[src/rtl/serial_sim_rx.sv]
// Oversampling serial receiver: 16x-baud line recovery of start/8-bit MSB-first/parity frames,
// delivered through a 4-entry valid/ready FIFO with sticky overrun.
module serial_sim_rx #(
    parameter int unsigned PARITY_EN = 1,
    parameter int unsigned STOP_BITS = 0
) (
    input  logic       baud16,
    input  logic       rst,
    input  logic       rxd,
    output logic [7:0] rx_data,
    output logic       rx_perr,
    output logic       rx_ferr,
    output logic       rx_valid,
    input  logic       rx_ready,
    output logic       overrun,
    output logic       busy
);

    localparam int unsigned DATA_W = 8;
    localparam int unsigned DEPTH  = 4;
    localparam int unsigned PTR_W  = 2;
    localparam int unsigned CNT_W  = 3;
    localparam int unsigned TICK_W = 4;
    localparam int unsigned BITN_W = 3;

    localparam logic [TICK_W-1:0] TICK_MID  = TICK_W'(7);
    localparam logic [TICK_W-1:0] TICK_END  = TICK_W'(15);
    localparam logic [BITN_W-1:0] LAST_BIT  = BITN_W'(7);
    localparam bit                HAS_PAR   = (PARITY_EN != 0);
    localparam bit                HAS_STOP  = (STOP_BITS != 0);

    typedef struct packed {
        logic              ferr;
        logic              perr;
        logic [DATA_W-1:0] data;
    } rx_entry_t;

    typedef enum logic [2:0] {
        S_IDLE,
        S_START,
        S_DATA,
        S_PARITY,
        S_STOP,
        S_GAP
    } state_t;

    state_t              r_state;
    state_t              w_next;
    logic                r_sync1;
    logic                r_sync2;
    logic                w_rxs;
    logic [TICK_W-1:0]   r_cnt;
    logic [BITN_W-1:0]   r_bitn;
    logic [DATA_W-1:0]   r_sr;
    logic                r_perr;
    logic                r_busy;
    logic                w_shift;
    logic                w_par_smp;
    logic                w_push;
    rx_entry_t           w_entry;

    rx_entry_t           r_mem [DEPTH];
    logic [PTR_W-1:0]    r_wr;
    logic [PTR_W-1:0]    r_rd;
    logic [CNT_W-1:0]    r_count;
    rx_entry_t           r_head;
    logic                r_valid;
    logic                r_ovr;
    logic                w_pop;
    logic                w_full;
    logic                w_wr_en;
    logic                w_drop;
    logic [PTR_W-1:0]    w_rd_nxt;
    logic [CNT_W-1:0]    w_count_nxt;
    rx_entry_t           w_head_nxt;

    assign w_rxs = r_sync2;

    // State register
    always_ff @(posedge baud16) begin
        if (!rst) begin
            r_state <= S_IDLE;
        end else begin
            r_state <= w_next;
        end
    end

    // Next state, sample strobes and the entry pushed on the final frame bit.
    // GAP/STOP jump straight to START on a low line so back-to-back frames keep alignment.
    always_comb begin
        w_next    = r_state;
        w_shift   = 1'b0;
        w_par_smp = 1'b0;
        w_push    = 1'b0;
        w_entry   = '0;
        case (r_state)
            S_IDLE: begin
                if (!w_rxs) w_next = S_START;
            end
            S_START: begin
                if (r_cnt == TICK_MID) w_next = w_rxs ? S_IDLE : S_DATA;
            end
            S_DATA: begin
                if (r_cnt == TICK_END) begin
                    w_shift = 1'b1;
                    if (r_bitn == LAST_BIT) begin
                        if (HAS_PAR) begin
                            w_next = S_PARITY;
                        end else if (HAS_STOP) begin
                            w_next = S_STOP;
                        end else begin
                            w_next       = S_GAP;
                            w_push       = 1'b1;
                            w_entry.data = {r_sr[DATA_W-2:0], w_rxs};
                        end
                    end
                end
            end
            S_PARITY: begin
                if (r_cnt == TICK_END) begin
                    w_par_smp = 1'b1;
                    if (HAS_STOP) begin
                        w_next = S_STOP;
                    end else begin
                        w_next       = S_GAP;
                        w_push       = 1'b1;
                        w_entry.perr = w_rxs ^ (^r_sr);
                        w_entry.data = r_sr;
                    end
                end
            end
            S_STOP: begin
                if (r_cnt == TICK_END) begin
                    w_push       = 1'b1;
                    w_entry.ferr = ~w_rxs;
                    w_entry.perr = r_perr;
                    w_entry.data = r_sr;
                    w_next       = w_rxs ? S_IDLE : S_START;
                end
            end
            S_GAP: begin
                if (r_cnt == TICK_MID) w_next = w_rxs ? S_IDLE : S_START;
            end
            default: w_next = S_IDLE;
        endcase
    end

    // Synchronizer, tick counter and frame datapath
    always_ff @(posedge baud16) begin
        if (!rst) begin
            r_sync1 <= 1'b1;
            r_sync2 <= 1'b1;
            r_cnt   <= '0;
            r_bitn  <= '0;
            r_sr    <= '0;
            r_perr  <= 1'b0;
            r_busy  <= 1'b0;
        end else begin
            r_sync1 <= rxd;
            r_sync2 <= r_sync1;
            r_cnt   <= (w_next != r_state) ? '0 : r_cnt + TICK_W'(1);
            r_busy  <= (r_state != S_IDLE);
            if (r_state == S_START) begin
                r_bitn <= '0;
            end else if (w_shift) begin
                r_bitn <= r_bitn + BITN_W'(1);
            end
            if (w_shift) r_sr <= {r_sr[DATA_W-2:0], w_rxs};
            if (w_par_smp) r_perr <= w_rxs ^ (^r_sr);
        end
    end

    // FIFO control; the head is pre-computed so the outputs come straight from flops
    assign w_pop       = r_valid & rx_ready;
    assign w_full      = (r_count == CNT_W'(DEPTH));
    assign w_wr_en     = w_push & (~w_full | w_pop);
    assign w_drop      = w_push & w_full & ~w_pop;
    assign w_rd_nxt    = r_rd + PTR_W'(w_pop);
    assign w_count_nxt = r_count + CNT_W'(w_wr_en) - CNT_W'(w_pop);
    assign w_head_nxt  = (w_wr_en && (r_wr == w_rd_nxt)) ? w_entry : r_mem[w_rd_nxt];

    always_ff @(posedge baud16) begin
        if (w_wr_en) r_mem[r_wr] <= w_entry;
    end

    always_ff @(posedge baud16) begin
        if (!rst) begin
            r_wr    <= '0;
            r_rd    <= '0;
            r_count <= '0;
            r_head  <= '0;
            r_valid <= 1'b0;
            r_ovr   <= 1'b0;
        end else begin
            if (w_wr_en) r_wr <= r_wr + PTR_W'(1);
            r_rd    <= w_rd_nxt;
            r_count <= w_count_nxt;
            r_head  <= w_head_nxt;
            r_valid <= (w_count_nxt != '0);
            if (w_pop) begin
                r_ovr <= 1'b0;
            end else if (w_drop) begin
                r_ovr <= 1'b1;
            end
        end
    end

    assign rx_data  = r_head.data;
    assign rx_perr  = r_head.perr;
    assign rx_ferr  = r_head.ferr;
    assign rx_valid = r_valid;
    assign overrun  = r_ovr;
    assign busy     = r_busy;

endmodule

[config.mk]
export PLATFORM = sky130hd
export DESIGN_NAME = serial_sim_rx
export DESIGN_NICKNAME = d
export VERILOG_FILES = /design/src/rtl/serial_sim_rx.sv
export SDC_FILE = /design/constraint.sdc
export NUM_CORES = 1
export LEC_CHECK = 0
export ABC_AREA = 1
export CAP_MARGIN = 20
export CORE_MARGIN = 2
export CORE_UTILIZATION = 64
export CTS_CLUSTER_DIAMETER = 30
export DETAILED_ROUTE_END_ITERATION = 16
export PLACE_DENSITY = 0.86
export SYNTH_ARGS = -nofsm -noshare
export SYNTH_HDL_FRONTEND = slang
export SYNTH_SLANG_ARGS = --single-unit
[constraint.sdc]
create_clock -name baud16 -period 8.1 [get_ports baud16]
set_clock_uncertainty 0.2 [all_clocks]
set_input_delay 1.215 -clock baud16 [delete_from_list [all_inputs] [get_ports baud16]]
set_output_delay 1.215 -clock baud16 [all_outputs]
set_load 0.02 [all_outputs]
==> results.md, run 1 <==
* Startpoint class of the critical path: input port
* Detailed Place HPWL at 4.444 mm
* Netlist cell types at 31
* Non-Filler Instances at 459
* Post-route ant nets at 0
* TritonCTS clock tree: done
* Hold Vio Cnt, Final at 0
* Final net count at 397
* Most used DFF post-synth: dfxtp_1
* Post-Syn Area at 0.003531 mm^2
* Top cells by area, synth: edfxtp_1 34%, dfxtp_1 23%, nor2_1 6.2%, nand2_1 5.0%, inv_1 4.9%
* Worst Path Arrival at 3.72 ns
* Die W at 78.28 um
* Total grt overflow at 0
* GRT Total Usage at 0.2317
* Setup CP Type: in -> reg
* Area Overhead vs Synth at 11.73%
* Relative slew slack at 0.3172
* Min Tclk post-route at 3.675 ns
* Via density at 5.259
* Slew Limit Fails at 0
* Final period util at 0.4537
* Post-synth ARST share at 0
* Per-cell routed wire length at 13.87 um
* Initial antenna violation count at 0
* Clock root cell: clkbuf_8
* Worst hold path class: reg -> reg
* Drc violations at 0
* Synth top area share at 0.3402
* Die Span Y at 78.28 um
* Core area at 0.005405 mm^2
* WL final at 6.366 mm
* Synthesis warning total at 0
* Clk buf depth at 2
* Critical path capture point type: flop
* # IOs at 17
* First-pass GRT wire length at 10.74 mm
* Placed Instances at 442
* Post-CTS sizing at 0
* Max FO, Critical Path at 22
* Total CTS buffers at 9
* Crit-path cells: clkdlybuf4s50_1 > nand2_1 > inv_1 > ha_1 > xnor2_1 > nand3_1 > nor2_4 > inv_2 > nor2_1 > nor2_1
* Postcts setup bufs at 0
* # hold bufs at CTS at 0
* Required time worst endpoint at 8.14 ns
* TritonRoute pass-1 iters at 4
* Initial drt markers at 174
* Sink Count at 81
* Status: complete, no violations
* Final GP Congestion at 0.8233
* CP top delay family: adder cells
* Worst path buffer plus inverter count at 3
* F_max at 272.1 MHz
* Die area at 0.006127 mm^2
* Slowest CP cell: ha_1
* RSZ-0062 raised after global routing: no
* Worst IR Drop VDD at 0.2772 mV
* H-tree levels at 3
* Max-cap viol count at 0
* EDFF count, synth at 40
* Post-synth top cells: 58 x nor2_1, 47 x nand2_1, 46 x inv_1, 41 x dfxtp_1, 40 x edfxtp_1
* Row count at 27
* Mapped Nets at 378
* Power Dens Cells at 262.0 mW/mm^2
* Synth area leader: edfxtp_1
* Clk slew on worst S/H paths at 0.08 ns
* Vias in the first global route at 2339
* Final setup vio count at 0
* Worst-margin pin slew at 1.024 ns
* Post-Synthesis Cells at 363
* Clk_lat worst skew at 0.36 ns
* Dominant cell by count in the synthesized netlist: nor2_1
* Yosys reg bits at 81
* Fin Setup TNS at 0 ns
* Initial core utilization at 0.6532
* Largest net degree at the start of global routing at 29
* Static leakage at 1.640 nW
* Critical Path Max Stage Delay at 0.96 ns
* Seq/Total Area, Yosys at 0.5726
* Synthesized area per cell at 9.727 um^2
* Vias at 2414
* I/O Buffers at 16
* Crit path top cell by count: nor2_1
* Share of cells above drive strength 1 at 0.1085
* Number of inserted diodes at 0
==> path summary, 6_finish.rpt <==
check / from / endpoint / slack [ns] / depth (start not counted)
worst max-delay path: rx_ready / rx_data[2]$_SDFF_PN0_ / 4.42 / 10
worst min-delay path: r_sync1$_SDFF_PN1_ / r_sync2$_SDFF_PN1_ / 0.23 / 1
worst max register to register: r_cnt[0]$_SDFF_PP0_ / rx_valid$_SDFF_PN0_ / 5.37 / 14
worst min register to register: r_sync1$_SDFF_PN1_ / r_sync2$_SDFF_PN1_ / 0.23 / 1
==> placed cells by master (no fill, tap or decap), types with 4 or more instances in the layout <==
master,n
a21oi_1,13
clkbuf_8,9
clkdlybuf4s50_1,16
dfxtp_1,41
edfxtp_1,40
ha_1,10
inv_1,46
mux2_2,10
mux2i_1,10
nand2_1,47
nand3_1,15
nor2_1,58
o21ai_0,27
o21ai_1,9
xor2_1,4
==> power breakdown <==
part	leakage [nW]	switching, mW	total (mW)	internal (mW)
clock network	0.109	0.145	0.319	0.173
registers	0.667	0.0119	0.466	0.454
logic	0.864	0.133	0.249	0.116
total	1.64	0.290	1.03	0.743
==> through the flow <==
stage | util | area (um^2) | worst slack [ns] | hold WS (ns) | power, mW
after floorplan | - | 3531 | 5.073 | 0.1925 | 0.6536
after global placement | 0.6880 | 3719 | 4.172 | 0.1952 | 0.7154
after detailed placement | 0.6880 | 3719 | 4.074 | 0.2151 | 0.7238
after CTS | 0.7285 | 3938 | 4.442 | 0.2275 | 1.036
after global routing | 0.7299 | 3945 | 4.236 | 0.2603 | 1.081
final | 0.7299 | 3945 | 4.425 | 0.2278 | 1.033
==> layer usage <==
metal  GRT usage  up-vias  wire length [um]
li1            -     1215                 -
met1      0.2870     1128              2738
met2      0.3879       59              3211
met3     0.04253       12               300
met4      0.1211        0               115
met5           0        -                 0
==> area by class of cell <==
type	instances	area [um^2]
Sequential cell	81	2022
Clock buffer	9	123.9
Multi-Input combinational cell	222	1251
Fill cell	374	1460
Timing Repair Buffer	18	175.2
Tap cell	72	90.09
Inverter	50	187.7
Clock inverter	7	95.09
==> state kept, by name, summed over array words and instances (netlist names), 2 cells and up <==
signal   flops
r_count      3
r_wr         2
r_state      3
r_cnt        4
r_bitn       3
rx_data      8
r_mem       40
r_sr         8
r_rd         2
==> worst register-to-register path: cells and delay by family, from the launching register on <==
family | cells | cell delay, ns
compound gates | 1 | 0.20
xor+xnor | 1 | 0.09
fa+ha+maj | 4 | 1.03
buf+inv | 3 | 0.17
flops | 1 | 0.35
simple gates | 5 | 0.60
==> cell families after synthesis <==
group	Yosys count	synth area share
AO/OA/AOI/OAI	50	0.07158
XOR/XNOR	7	0.01736
adder cells (fa/ha/maj)	11	0.04111
buffers and inverters	60	0.07300
flip-flops	81	0.5726
multiplexers	20	0.06024
AND/OR/NAND/NOR	134	0.1641
No activity file was read; power rests on OpenSTA's default activity.
==> run 2: changes to the inputs <==
--- a/config.mk
+++ b/config.mk
@@ -8,10 +8,10 @@
 export ABC_AREA = 1
 export CAP_MARGIN = 20
 export CORE_MARGIN = 2
-export CORE_UTILIZATION = 64
+export CORE_UTILIZATION = 59
 export CTS_CLUSTER_DIAMETER = 30
 export DETAILED_ROUTE_END_ITERATION = 16
-export PLACE_DENSITY = 0.86
+export PLACE_DENSITY = 0.8
 export SYNTH_ARGS = -nofsm -noshare
 export SYNTH_HDL_FRONTEND = slang
 export SYNTH_SLANG_ARGS = --single-unit
==> constraint.sdc (replaced) <==
create_clock -name baud16 -period 3.4 [get_ports baud16]
set_clock_uncertainty 0.2 [all_clocks]
set_input_delay 0.51 -clock baud16 [delete_from_list [all_inputs] [get_ports baud16]]
set_output_delay 0.51 -clock baud16 [all_outputs]
set_load 0.02 [all_outputs]
==> run 2 against run 1 <==
Against the previous run:
- hold slack lost 0.012 ns
- clock-buffer cell count stayed put
- critical path depth increased by 4
- highest routed layer unchanged
- via count is 0.75% lower
- global-route usage down 2.3 points
- cell area about the same
- non-clock buffer count increased by 7
- routed wire length is essentially flat
- register-to-register slack got worse by 4.8 ns
- total power grew 92%
- final cell count increased by 2.2%
==> results.md, run 2 (same netlist as run 1, synthesis figures left out) <==
* GRT Total Usage at 0.2087 (-0.02298)
* Share of cells above drive strength 1 at 0.1193 (+0.01076)
* Largest net degree at the start of global routing at 22 (-24%)
* Post-route ant nets at 0 (unchanged)
* Static leakage at 1.707 nW (+4.1%)
* Clk slew on worst S/H paths at 0.07 ns (about the same)
* Die area at 0.006619 mm^2 (+8.0%)
* Area Overhead vs Synth at 11.69% (about the same)
* Required time worst endpoint at 3.43 ns (-4.71 ns)
* GR Util met2 at 0.3344 (-0.05350)
* Die W at 81.36 um (+3.9%)
* Per-cell routed wire length at 13.58 um (-2.1%)
* Initial antenna violation count at 0 (unchanged)
* Slew Limit Fails at 0 (unchanged)
* Final period util at 0.8179
* Total CTS buffers at 9 (unchanged)
* Critical path capture point type: flop
* Most used routing layer: met2
* Most frequent cells in the layout: 58 x nor2_1, 47 x nand2_1, 46 x inv_1, 41 x dfxtp_1, 40 x edfxtp_1
* Worst IR Drop VDD at 0.4050 mV (+46%)
* FILL cells at 465 (+24%)
* Core area at 0.005851 mm^2 (+8.2%)
* F_max at 359.6 MHz
* First-pass GRT wire length at 10.22 mm (-4.8%)
* Clock root cell: clkbuf_8
* CP top delay family: adder cells
* Drc violations at 0 (unchanged)
* R2r setup slk at 0.62 ns (-4.75 ns)
* Max-cap viol count at 0 (unchanged)
* TritonCTS clock tree: done
* Postcts setup bufs at 0 (unchanged)
* Clk_lat worst skew at 0.35 ns (about the same)
* Max FO, Critical Path at 10 (-55%)
* Status: complete, no violations
* WL final at 6.370 mm (about the same)
* RSZ-0062 raised after global routing: no
* Min Tclk post-route at 2.781 ns
* Fin Setup TNS at 0 ns (unchanged)
* Via density at 5.109 (-2.9%)
* Number of inserted diodes at 0 (unchanged)
* Total grt overflow at 0 (unchanged)
* Row count at 28 (+3.7%)
* Post-CTS sizing at 0 (unchanged)
* Power Dens Cells at 501.8 mW/mm^2 (+92%)
* Non-Filler Instances at 469 (+2.2%)
* Worst r2r path cells at 14 (unchanged)
* Initial core utilization at 0.6035 (-0.04973)
* Startpoint class of the critical path: flop
* # hold bufs at CTS at 0 (unchanged)
* Worst-margin pin slew at 0.5400 ns (-0.4842 ns)
* Setup CP Type: reg -> reg
* Slowest CP cell: dfxtp_1
* Vias in the first global route at 2278 (-2.6%)
* Final setup margin at 0.6191 ns (-3.806 ns)
* TritonRoute pass-1 iters at 4 (unchanged)
* Sink Count at 81 (unchanged)
* Clk buf depth at 2 (unchanged)
* Worst hold path class: reg -> reg
* Worst r2r src: r_cnt[0]$_SDFF_PP0_
* Crit. path cell count at 14 (+4)
* Die Span Y at 81.36 um (+3.9%)
* Pre-CTS setup slack at 0.4630 ns (-3.611 ns)
* Critical path origin: r_cnt[0]$_SDFF_PP0_
* M1 GR Usage at 0.2654 (-0.02169)
* Commonest non-fill, non-tap cell in the layout: nor2_1
* Max reg flops at 40 (unchanged)
* H-tree levels at 3 (unchanged)
* Final setup vio count at 0 (unchanged)
* Final net count at 404 (+1.8%)
* Routing usage on met3 at 0.03778 (-0.004751)
* Initial drt markers at 177 (+1.7%)
* # IOs at 17 (unchanged)
* Detailed Place HPWL at 4.474 mm (+0.67%)
* Worst Path Arrival at 2.81 ns (-0.91 ns)
* Top reg by flops: r_mem
* Worst path buffer plus inverter count at 3 (unchanged)
* Core occupancy in the finished layout at 0.6741 (-0.05578)
* R2R Path End: rx_valid$_SDFF_PN0_
* Final GP Congestion at 0.8274 (+0.50%)
* Placed Instances at 453 (+2.5%)
* Relative slew slack at 0.6387 (+0.3215)
* Vias at 2396 (-0.75%)
* Crit-path cells: ha_1 > nand2_1 > nor2_4 > nand2_2 > nand2_4 > nand2_4 > ha_1 > inv_1 > ha_1 > fa_1 > inv_1 > xor2_1 > o31ai_1 > inv_1
* Tot Pwr at 1.979 mW (+92%)
* Critical Path Max Stage Delay at 0.36 ns (-0.60 ns)
* I/O Buffers at 16 (unchanged)
* Hold Vio Cnt, Final at 0 (unchanged)
* End of the critical path: rx_valid$_SDFF_PN0_
-- run 2: where the power goes --
| group | leakage [nW] | switching [mW] | internal, mW |
|---|---|---|---|
| Clock | 0.0760 | 0.326 | 0.255 |
| Combinational | 0.876 | 0.189 | 0.146 |
| Sequential | 0.755 | 0.0186 | 1.05 |
| Total | 1.71 | 0.533 | 1.45 |
-- run 2: layout make-up --
type | count | area (um^2) | area share
Sequential cell | 81 | 2022 | 0.5127
Multi-Input combinational cell | 222 | 1251 | 0.3173
Timing Repair Buffer | 25 | 227.7 | 0.05774
Inverter | 50 | 187.7 | 0.04759
Clock buffer | 9 | 123.9 | 0.03141
Tap cell | 75 | 93.84 | 0.02379
Clock inverter | 7 | 37.54 | 0.009518
-- run 2: worst min-delay path by stage --
stage,from,endpoint,cells past startpoint
4_1_cts,r_sync1$_SDFF_PN1_,r_sync2$_SDFF_PN1_,1
3_5_place_dp,r_sync1$_SDFF_PN1_,r_sync2$_SDFF_PN1_,1
6_report,r_sync1$_SDFF_PN1_,r_sync2$_SDFF_PN1_,1
2_1_floorplan,r_sync1$_SDFF_PN1_,r_sync2$_SDFF_PN1_,1
5_1_grt,r_sync1$_SDFF_PN1_,r_sync2$_SDFF_PN1_,1
3_3_place_gp,r_sync1$_SDFF_PN1_,r_sync2$_SDFF_PN1_,1
-- run 2: metrics by stage --
stage	hold slack [ns]	instance area, um^2
after floorplan	0.1925	3531
after global placement	0.1949	3782
after detailed placement	0.2015	3782
after CTS	0.2193	3944
after global routing	0.2390	3944
final	0.2156	3944
-- run 2: worst register-to-register path, cell delays in order, from the launching register on --
cell and delay, ns:
dfxtp_1 0.36, ha_1 0.20, nand2_1 0.12, nor2_4 0.15
nand2_2 0.13, nand2_4 0.11, nand2_4 0.09, ha_1 0.30
inv_1 0.04, ha_1 0.18, fa_1 0.36, inv_1 0.07
xor2_1 0.08, o31ai_1 0.22, inv_1 0.06
-- run 2: layer usage --
metal  wire length (um)  part of all wire
met3                180             0.028
met5                  0                 0
met1               2965              0.47
met4                171             0.027
met2               3052              0.48
==> run 3: changes to the inputs <==
==> constraint.sdc (replaced) <==
create_clock -name baud16 -period 2.9 [get_ports baud16]
set_clock_uncertainty 0.2 [all_clocks]
set_input_delay 0.435 -clock baud16 [delete_from_list [all_inputs] [get_ports baud16]]
set_output_delay 0.435 -clock baud16 [all_outputs]
set_load 0.02 [all_outputs]
==> run 3 against run 2 <==
Against the previous run:
- first-iteration DRC count decreased by 0.56%
- sequential power increased by 24%
- global-route usage increased by 1.1 points
- largest cell class unchanged
==> results.md, run 3 (same netlist as run 1, synthesis figures left out) <==
* Post-CTS sizing at 0 (unchanged)
* Largest net degree at the start of global routing at 23 (+4.5%)
* Via density at 5.283 (+3.4%)
* Hold Vio Cnt, Final at 0 (unchanged)
* Row count at 28 (unchanged)
* Slew Limit Fails at 0 (unchanged)
* Met2 routed WL at 3.306 mm (+8.3%)
* Per-cell routed wire length at 13.82 um (+1.7%)
* Share of cells above drive strength 1 at 0.1215 (+0.002230)
* Final net count at 405 (+0.25%)
* Register area at 0.002022 mm^2 (unchanged)
* Clk buf depth at 2 (unchanged)
* Initial drt markers at 176 (-0.56%)
* Most frequent cells in the layout: 58 x nor2_1, 47 x nand2_1, 46 x inv_1, 41 x dfxtp_1, 40 x edfxtp_1
* Worst Path Arrival at 2.69 ns (-0.12 ns)
* Tot Pwr at 2.976 mW (+50%)
* Vias at 2483 (+3.6%)
* FILL cells at 437 (-6.0%)
* Die area at 0.006619 mm^2 (unchanged)
* Pre-CTS setup slack at 0.1483 ns (-0.3147 ns)
* Final GP Congestion at 0.8478 (+2.5%)
* Post-route cell area at 0.004036 mm^2 (+2.3%)
* Critical path capture point type: flop
* Worst IR Drop VDD at 0.4288 mV (+5.9%)
* Max Used Layer: met4
* RSZ-0062 raised after global routing: no
* Max reg flops at 40 (unchanged)
* GRT Total Usage at 0.2201 (+0.01138)
* TritonRoute pass-1 iters at 4 (unchanged)
* Top reg by flops: r_mem
* Die Span Y at 81.36 um (unchanged)
* Initial core utilization at 0.6035 (unchanged)
* Clk_lat worst skew at 0.35 ns (about the same)
* Area of the multi-input gates at 0.001251 mm^2 (unchanged)
* Static leakage at 1.681 nW (-1.5%)
* # hold bufs at CTS at 0 (unchanged)
* Startpoint class of the critical path: flop
* Metal3 WL at 222 um (+23%)
* H-tree levels at 3 (unchanged)
* Final period util at 0.9126 (+0.09471)
* Max FO, Critical Path at 5 (-5)
* Worst-margin pin slew at 0.4955 ns (-0.04455 ns)
* I/O Buffers at 16 (unchanged)
* # IOs at 17 (unchanged)
* First-pass GRT wire length at 10.76 mm (+5.3%)
* F_max at 377.8 MHz (+5.1%)
* Power Dens Cells at 737.2 mW/mm^2 (+47%)
* Total CTS buffers at 9 (unchanged)
* TritonCTS clock tree: done
* Initial antenna violation count at 0 (unchanged)
* Number of inserted diodes at 0 (unchanged)
* Worst hold path class: reg -> reg
* Final setup margin at 0.2534 ns (-0.3657 ns)
* Commonest non-fill, non-tap cell in the layout: nor2_1
* Max-cap viol count at 0 (unchanged)
* Sink Count at 81 (unchanged)
* Min Tclk post-route at 2.647 ns (-0.1343 ns)
* Relative slew slack at 0.6687 (+0.02999)
* Die W at 81.36 um (unchanged)
* Post-route ant nets at 0 (unchanged)
* Placed cell area at 0.003802 mm^2 (+0.53%)
* Clock root cell: clkbuf_8
* Core area at 0.005851 mm^2 (unchanged)
* Total grt overflow at 0 (unchanged)
* Status: complete, no violations
* Routed length on met1 at 2.846 mm (-4.0%)
* Final setup vio count at 0 (unchanged)
* Setup CP Type: reg -> reg
* Postcts setup bufs at 0 (unchanged)
* Drc violations at 0 (unchanged)
* Fin Setup TNS at 0 ns (unchanged)
* Clk slew on worst S/H paths at 0.08 ns (about the same)
* Area Overhead vs Synth at 14.32%
* Vias in the first global route at 2419 (+6.2%)
* WL final at 6.495 mm (+2.0%)
* Required time worst endpoint at 2.94 ns (-0.49 ns)
* Detailed Place HPWL at 4.452 mm (-0.49%)
==> run 3: changes by cell type in the layout (fill, tap and decap cells not counted), sizes merged <==
cell      before  now
clkbuf         9   10
clkinvlp       3    2
clkinv         5    2
bufinv         0    3
buf            9   10
==> run 3: layer usage <==
metal | GRT usage | vias up
li1 | - | 1235
met1 | 0.2637 | 1188
met2 | 0.3779 | 49
met3 | 0.04222 | 11
met4 | 0.1085 | 0
met5 | 0 | -
==> run 3: layout make-up <==
cell class / instances / share of cell area
clock buffers: 10 / 0.03162
clock inverters: 6 / 0.02635
inverters: 50 / 0.04650
multi-input cells: 222 / 0.3100
flip-flops and latches: 81 / 0.5009
well taps: 75 / 0.02325
repair buffers: 26 / 0.06138
==> run 3: final timing paths <==
check                         to  slack (ns)  cells past startpoint           startpoint
max          rx_valid$_SDFF_PN0_        0.25                     12  r_cnt[0]$_SDFF_PP0_
min           r_sync2$_SDFF_PN1_        0.22                      1   r_sync1$_SDFF_PN1_
max reg2reg  rx_valid$_SDFF_PN0_        0.25                     12  r_cnt[0]$_SDFF_PP0_
min reg2reg   r_sync2$_SDFF_PN1_        0.22                      1   r_sync1$_SDFF_PN1_
==> run 3: critical path, cell delays in order, from the launching register on <==
cell	delay [ns]
dfxtp_1	0.36
ha_1	0.19
nand2_1	0.11
nor2_4	0.14
nand2_2	0.12
nand2_4	0.10
nand2_4	0.05
ha_1	0.27
inv_1	0.04
ha_1	0.18
fa_1	0.47
o31ai_1	0.25
inv_1	0.05
==> run 3: through the flow <==
stage / utilization / cells / hold slack (ns)
4_1_cts: 0.6899 / 470 / 0.2266
3_5_place_dp: 0.6499 / 454 / 0.2034
6_report: 0.6899 / 470 / 0.2224
5_1_grt: 0.6899 / 470 / 0.2398
2_1_floorplan: - / 363 / 0.1925
3_3_place_gp: 0.6499 / 454 / 0.1941
==> run 3: where the power goes <==
| part | leakage, nW | switching, mW | internal [mW] |
|---|---|---|---|
| Combinational | 0.909 | 0.366 | 0.343 |
| Sequential | 0.662 | 0.0376 | 1.27 |
| Clock | 0.110 | 0.393 | 0.567 |
